### src/rtl/fetch_ctrl.sv
// Instruction fetch controller: one outstanding imem read, result held until consumed or redirected.
// Optional redirect counter built when FETCH_CTRL_PERF_EN is defined.
module fetch_ctrl #(
  parameter int            N        = 32,
  parameter logic [N-1:0]  RESET_PC = {N{1'b0}}
) (
  input  logic          clk,
  input  logic          reset,
  output logic          imem_req,
  output logic [N-1:0]  imem_addr,
  input  logic          imem_rvalid,
  input  logic [31:0]   imem_rdata,
  output logic          instr_valid,
  output logic [31:0]   instr,
  output logic [N-1:0]  pc_out,
  input  logic          instr_ready,
  input  logic          redirect,
  input  logic [N-1:0]  redirect_pc
`ifdef FETCH_CTRL_PERF_EN
  ,
  output logic [15:0]   redirect_cnt
`endif
);

  typedef enum logic [1:0] {
    S_FETCH = 2'd0,
    S_WAIT  = 2'd1,
    S_HOLD  = 2'd2
  } state_t;

  state_t        state_q, state_d;
  logic [N-1:0]  pc_q, pc_d;
  logic          drop_q, drop_d;
  logic          valid_q, valid_d;
  logic [31:0]   instr_q, instr_d;
  logic [N-1:0]  pc_out_q, pc_out_d;
  logic [N-1:0]  redirect_tgt;

  // Targets are always word aligned.
  assign redirect_tgt = redirect_pc & ~N'(3);

  always_ff @(posedge clk or posedge reset) begin
    if (reset) begin
      state_q  <= S_FETCH;
      pc_q     <= RESET_PC;
      drop_q   <= 1'b0;
      valid_q  <= 1'b0;
      instr_q  <= 32'd0;
      pc_out_q <= {N{1'b0}};
    end else begin
      state_q  <= state_d;
      pc_q     <= pc_d;
      drop_q   <= drop_d;
      valid_q  <= valid_d;
      instr_q  <= instr_d;
      pc_out_q <= pc_out_d;
    end
  end

  always_comb begin
    state_d  = state_q;
    pc_d     = pc_q;
    drop_d   = drop_q;
    valid_d  = valid_q;
    instr_d  = instr_q;
    pc_out_d = pc_out_q;
    imem_req = 1'b0;
    case (state_q)
      S_FETCH: begin
        if (redirect) begin
          pc_d = redirect_tgt;
        end else begin
          imem_req = 1'b1;
          state_d  = S_WAIT;
        end
      end
      S_WAIT: begin
        // A response that overlaps or follows a redirect belongs to the old path.
        if (imem_rvalid) begin
          if (drop_q || redirect) begin
            drop_d  = 1'b0;
            state_d = S_FETCH;
          end else begin
            instr_d  = imem_rdata;
            pc_out_d = pc_q;
            valid_d  = 1'b1;
            state_d  = S_HOLD;
          end
          if (redirect) pc_d = redirect_tgt;
        end else if (redirect) begin
          pc_d   = redirect_tgt;
          drop_d = 1'b1;
        end
      end
      S_HOLD: begin
        if (redirect) begin
          pc_d    = redirect_tgt;
          valid_d = 1'b0;
          state_d = S_FETCH;
        end else if (instr_ready) begin
          pc_d    = pc_q + N'(4);
          valid_d = 1'b0;
          state_d = S_FETCH;
        end
      end
      default: state_d = S_FETCH;
    endcase
  end

  assign imem_addr   = pc_q;
  assign instr_valid = valid_q;
  assign instr       = instr_q;
  assign pc_out      = pc_out_q;

`ifdef FETCH_CTRL_PERF_EN
  always_ff @(posedge clk or posedge reset) begin
    if (reset) begin
      redirect_cnt <= 16'd0;
    end else if (redirect && (redirect_cnt != 16'hFFFF)) begin
      redirect_cnt <= redirect_cnt + 16'd1;
    end
  end
`endif

endmodule

### config.mk
export PLATFORM = sky130hd
export DESIGN_NAME = fetch_ctrl
export DESIGN_NICKNAME = d
export VERILOG_FILES = /design/src/rtl/fetch_ctrl.sv
export SDC_FILE = /design/constraint.sdc
export NUM_CORES = 1
export LEC_CHECK = 0
export ABC_AREA = 1
export BUFFER_PORTS_ARGS = -buffer_cell sky130_fd_sc_hd__buf_2
export CAP_MARGIN = 20
export CORE_ASPECT_RATIO = 0.6
export CORE_MARGIN = 2
export CORE_UTILIZATION = 23
export CTS_CLUSTER_DIAMETER = 50
export DETAILED_ROUTE_END_ITERATION = 8
export PLACE_DENSITY = 0.45
export SYNTH_ARGS = -nofsm -noshare
export SYNTH_HDL_FRONTEND = slang
export SYNTH_SLANG_ARGS = --single-unit
### constraint.sdc
create_clock -name clk -period 3.46 [get_ports clk]
set_input_delay 0.173 -clock clk [delete_from_list [all_inputs] [get_ports clk]]
set_output_delay 0.173 -clock clk [all_outputs]
set_load 0.005 [all_outputs]
==> impl_metrics.tcl, run 1 <==
set metrics [dict create \
    status "finished, final reports clean" \
    cap_viol_max_count 0 \
    grt_antenna_before_repair 0 \
    h-tree-depth 3 \
    fp-row-count 41 \
    tightest_slew_ns 0.8571 \
    numCtsBuffers 9 \
    cp_max_fo 46 \
    drt_first_pass_iters 5 \
    tritoncts_clock_tree "built" \
    cts_num_sinks 96 \
    vdd_ir_drop_max_uv 396.0 \
    first_drt_iteration_drcs 277 \
    routedWlPerCell_um 14.97 \
    die_h_um 116.8 \
    setup_total_negative_slack_ns 0 \
    power_density_mw_per_mm2 713.1 \
    worst_setup_hold_path_clk_slew_ns 0.07 \
    hpwl_um 11560 \
    rd_place_congestion 0.8125 \
    synth.avg_cell_area_um2 8.413 \
    total_power_mw 4.468 \
    post_cts_hold_buffer_count 2 \
    cts-root-buf "sky130_fd_sc_hd__clkbuf_16" \
    total_global_routing_track_utilization_pct 13.88 \
    final_common_cell "sky130_fd_sc_hd__nand2_1" \
    muxShareOfSynthArea_pct 10.38 \
    maxClockFrequency_mhz 509.1 \
    post_synth_fa_ha_maj_area_fraction_pct 0.2564 \
    setup.worst_path.end_class "register" \
    power.leakage_nw 3.161 \
    initial_core_util_pct 23.31 \
    layout_common_cells "sky130_fd_sc_hd__nand2_1, sky130_fd_sc_hd__buf_2, sky130_fd_sc_hd__dfrtp_1, sky130_fd_sc_hd__nor2_1, sky130_fd_sc_hd__o21ai_1" \
    detail_route.wirelength_um 15300 \
    die_area_mm2 0.02244 \
    post-route-period-util_pct 56.78 \
    grt-ovfl-total 0 \
    fin_worst_hold_slack_ns 0.04408 \
    synth_area_mm2 0.004880 \
    synth.yosys.warnings 0 \
    routed_via_density 4.158 \
    timing_worst_setup_path_type "reg2reg" \
    largest_family_of_logic_cells_by_synthesized_area "simple AND/OR/NAND/NOR gates" \
    cts_resized 0 \
    synth_compound_gate_area_share_pct 7.308 \
    critPathLaunchType "register" \
    cts_setup_buffers 0 \
    clk-insertion-delay-late_ns 0.36 \
    final_net_count 808 \
    skew_ns 0.01135 \
    postSynthCellCount 580 \
    period_minus_slack_ns 1.964 \
    setup_viol 0 \
    maxSlewHeadroom_pct 42.86 \
    number_of_nets_with_antenna_violations_after_detailed_routing 0 \
    synth_sequential_area_ratio_pct 49.23 \
    area_delta_synth_final_pct 28.38 \
    drv_slew 0 \
    grt_first_pass_wirelength_um 22990 \
    synth.lib_cells_used.distinct 31 \
    drc_errors 0 \
    die_w_um 192.0 \
    antenna-diode-count 0 \
    layout.cells.non_filler 1022 \
    report.final.hold_viol_count 0 \
    number_of_global_route_vias_before_repair 3943 \
    hold_class "in2reg" \
    detailroute.via_count 4249 \
    synth_ff_type "sky130_fd_sc_hd__dfrtp_1" \
    grt_max_degree 58 \
    rsz_0062_raised_after_global_routing "false" \
    placed_cells_incl_taps 1004 \
    cp_required_ns 3.70 \
    cp.arrival_ns 2.20 \
    cts_buffer_depth 2 \
    drive_above_1_share_pct 31.49 \
    yosys.area_share.xor_xnor_pct 0 \
    dp_worst_setup_slack_ns 1.494 \
    post_synth_and_or_nand_nor_area_fraction_pct 26.31 \
    placeableCoreArea_mm2 0.02093 \
    synth.ff_latch_count 96 \
    postSynth.asyncResetShare_pct 100.0 \
    top_level_ports 167 \
    timing.final.ws_setup_ns 1.496 \
    synth-edff-count 0 \
    port_buffers 160 \
]
[routing by layer]
metal | GRT usage, % | up-vias | wire length, um
met1 | 21.29 | 1919 | 8104
met2 | 18.77 | 142 | 5895
met3 | 3.906 | 10 | 1200
met4 | 3.511 | 0 | 104
met5 | 0 | - | 0
li1 | - | 2178 | -
[synth_stat cells, types with 6 or more instances]
cell type / count / share of area [%]
sky130_fd_sc_hd__nand3_1: 37 / 3.8
sky130_fd_sc_hd__inv_2: 6 / 0.46
sky130_fd_sc_hd__o21ai_1: 42 / 4.3
sky130_fd_sc_hd__clkbuf_1: 8 / 0.62
sky130_fd_sc_hd__mux2_4: 33 / 10
sky130_fd_sc_hd__o21ai_0: 7 / 0.72
sky130_fd_sc_hd__nand2_1: 179 / 14
sky130_fd_sc_hd__inv_1: 37 / 2.8
sky130_fd_sc_hd__a21oi_1: 10 / 1.0
sky130_fd_sc_hd__dfrtp_1: 96 / 49
sky130_fd_sc_hd__nor2_1: 77 / 5.9
sky130_fd_sc_hd__buf_2: 8 / 0.82
[path summary, 6_finish.rpt]
check                               start          to  cells after the start  slack, ns
min in group asynchronous           reset   instr[28]                      3       0.51
max in group asynchronous           reset   instr[21]                      4       2.23
setup / recovery               state_q[1]  pc_out[21]                      7       1.50
hold reg to reg                pc_out[13]  pc_out[13]                      2       0.48
setup reg to reg               state_q[1]  pc_out[21]                      7       1.50
hold / removal             imem_rdata[27]   instr[27]                      2       0.04
[through the flow]
step           instance area [um2]  util [%]
4_1_cts                       6265     29.93
2_1_floorplan                 4891         -
5_1_grt                       6265     29.93
6_report                      6265     29.93
3_3_place_gp                  5961     28.48
3_5_place_dp                  5961     28.48
[flip-flops by register name, summed over array words and instances, names as in the netlist]
signal	count
pc_out	30
state_q	2
instr_valid	1
drop_q	1
imem_addr	30
instr	32
[report_power, final]
group          switching (mW)  leakage, nW  internal (mW)
Combinational           0.767         1.85          0.807
Sequential              0.339         1.16           1.57
Clock                   0.471        0.142          0.510
[cells by family after synthesis]
family                   after synthesis
AO/OA/AOI/OAI                         68
adder cells (fa/ha/maj)                1
buffers and inverters                 68
flip-flops                            96
multiplexers                          34
other                                  1
AND/OR/NAND/NOR                      312
[critical path, stage by stage (launching register included)]
cell	delay, ns
sky130_fd_sc_hd__dfrtp_1	0.42
sky130_fd_sc_hd__nor2_2	0.17
sky130_fd_sc_hd__inv_2	0.07
sky130_fd_sc_hd__nor2_4	0.13
sky130_fd_sc_hd__nand2_4	0.43
sky130_fd_sc_hd__buf_4	0.43
sky130_fd_sc_hd__nand2_1	0.08
sky130_fd_sc_hd__o21ai_1	0.06
[area by class of cell]
type | count | area, um2
inverters | 43 | 163.9
clock inverters | 6 | 45.04
multi-input cells | 419 | 2180
fillers | 2315 | 14670
clock buffers | 10 | 239.0
flip-flops and latches | 96 | 2402
repair buffers | 169 | 885.9
well taps | 279 | 349.1
Power figures use the tool's default switching activity.
==> run 2, diff against run 1 <==
PLACE_DENSITY = 0.46   (was 0.45)
clock period = 1.65 ns   (was 3.46 ns; I/O delays follow)
==> impl_metrics.tcl, run 2 (synthesis gave the netlist of run 1 again) <==
set metrics [dict create \
    detailroute.via_count 4554 \
    drc_errors 0 \
    period_minus_slack_ns 1.628 \
    grt_first_pass_wirelength_um 24860 \
    cts_buffer_depth 2 \
    final_net_count 882 \
    cp_required_ns 1.90 \
    hpwl_um 12050 \
    first_drt_iteration_drcs 278 \
    total_global_routing_track_utilization_pct 14.96 \
    crit_cells 9 \
    finish.utilization_pct 33.78 \
    numCtsBuffers 9 \
    maxSlewHeadroom_pct 65.39 \
    critical-path-slowest-cell "sky130_fd_sc_hd__dfrtp_1" \
    vdd_ir_drop_max_uv 660.4 \
    initial_core_util_pct 23.31 \
    cp_max_fo 5 \
    top_level_ports 167 \
    antenna-diode-count 0 \
    area_delta_synth_final_pct 44.90 \
    hold_class "in2reg" \
    largest_register_ffs 32 \
    critical_path_buf_inv_count 1 \
    cpMostUsedCell "sky130_fd_sc_hd__nand2_1" \
    worst_path_dominant_cell_family "simple AND/OR/NAND/NOR gates" \
    setup.worst_path.end_class "register" \
    placeableCoreArea_mm2 0.02093 \
    rsz_0062_raised_after_global_routing "true" \
    power_density_mw_per_mm2 1407 \
    grt_antenna_before_repair 0 \
    crit_start "imem_addr[3]" \
    setup_viol 0 \
    hold_start "redirect_pc[7]" \
    grt_max_degree 57 \
    critPathLaunchType "register" \
    critical_path.max_stage_delay_ns 0.36 \
    reg2reg_setup_slack_ns 0.02 \
    detail_route.wirelength_um 16200 \
    cp.arrival_ns 1.87 \
    status "finished, final reports clean" \
    final_common_cell "sky130_fd_sc_hd__nand2_1" \
    drv_slew 0 \
    cap_viol_max_count 0 \
    layout_common_cells "sky130_fd_sc_hd__nand2_1, sky130_fd_sc_hd__buf_2, sky130_fd_sc_hd__dfrtp_1, sky130_fd_sc_hd__nor2_1, sky130_fd_sc_hd__o21ai_1" \
    maxClockFrequency_mhz 614.3 \
    grt-ovfl-total 0 \
    power.leakage_nw 3.511 \
    drt_first_pass_iters 4 \
    die_w_um 192.0 \
    tightest_slew_ns 0.5191 \
    total_power_mw 9.951 \
    routed_via_density 4.155 \
    port_buffers 160 \
    tritoncts_clock_tree "built" \
    worstReg2RegStart "imem_addr[3]" \
    worst_setup_hold_path_clk_slew_ns 0.07 \
    cts_num_sinks 96 \
    clk-insertion-delay-late_ns 0.36 \
    number_of_nets_with_antenna_violations_after_detailed_routing 0 \
    hold_path_depth 3 \
    fp-row-count 41 \
    timing_worst_setup_path_type "reg2reg" \
    rd_place_congestion 0.8146 \
    drive_above_1_share_pct 36.11 \
    combined_area_of_the_multi_input_logic_cells_mm2 0.002255 \
    die_h_um 116.8 \
    report.final.hold_viol_count 0 \
    skew_ns 0.008450 \
    worstPathCellList "ha_2 -> nand2_2 -> nor2_4 -> buf_6 -> nand3b_1 -> nand2_1 -> nand3_1 -> nand2_1 -> o21ai_1" \
    h-tree-depth 3 \
    die_area_mm2 0.02244 \
    cts-root-buf "sky130_fd_sc_hd__clkbuf_16" \
    number_of_global_route_vias_before_repair 4280 \
    final-seq-area_mm2 0.002406 \
    post-route-period-util_pct 98.65 \
    routedWlPerCell_um 14.78 \
    reg2regPathDepth 9 \
    fillCellCount 2249 \
]
==> run 2: area by class of cell <==
type / count / share of cell area (%)
sequential: 96 / 34.03
multi-input combinational: 419 / 31.89
timing repair buffer: 243 / 22.44
tap: 279 / 4.937
clock buffer: 12 / 3.628
inverter: 43 / 2.336
clock inverter: 4 / 0.7432
==> run 2: per-stage QoR <==
stage          setup WS [ns]  TNS (ns)  instance area (um2)  cells  hold slack (ns)
2_1_floorplan         0.1281         0                 4895    583           0.1789
3_3_place_gp         0.05255         0                 6267   1038           0.2144
3_5_place_dp         0.02450         0                 6267   1038           0.2140
4_1_cts              0.01136         0                 6947   1091          0.01192
5_1_grt              -0.1090   -0.6526                 7071   1096          0.04078
6_report             0.02221         0                 7071   1096          0.02775
==> run 2: timing repair <==
action	in CTS	in global routing
setup endpoints to repair	0	18
resized for setup	0	31
buffers inserted	0	5
endpoints found under the hold margin	132	0
hold buffers	37	0
==> run 2: report_power, final <==
part	leakage (nW)	switching [mW]	internal, mW
combinational	2.21	1.79	1.97
sequential	1.16	0.641	3.30
clock	0.141	0.985	1.26
==> run 2: tightest hold or removal path, delay by kind of cell <==
kind                   cells  cell delay, ns
AO/OA/AOI/OAI              2            0.19
buffers and inverters      1            0.08
==> run 2: layer usage <==
| layer | vias up | GRT usage (%) | wire, um |
|---|---|---|---|
| met5 | - | 0 | 0 |
| met4 | 0 | 3.511 | 133 |
| met3 | 10 | 3.995 | 1069 |
| met2 | 137 | 20.99 | 6377 |
| met1 | 2077 | 22.58 | 8618 |
| li1 | 2330 | - | - |
==> run 2: path summary, 6_finish.rpt <==
path | end
worst max-delay path | imem_addr[12]
worst min-delay path | imem_addr[7]
worst max register to register | imem_addr[12]
worst min register to register | pc_out[17]
max in group asynchronous | instr[18]
min in group asynchronous | instr[25]
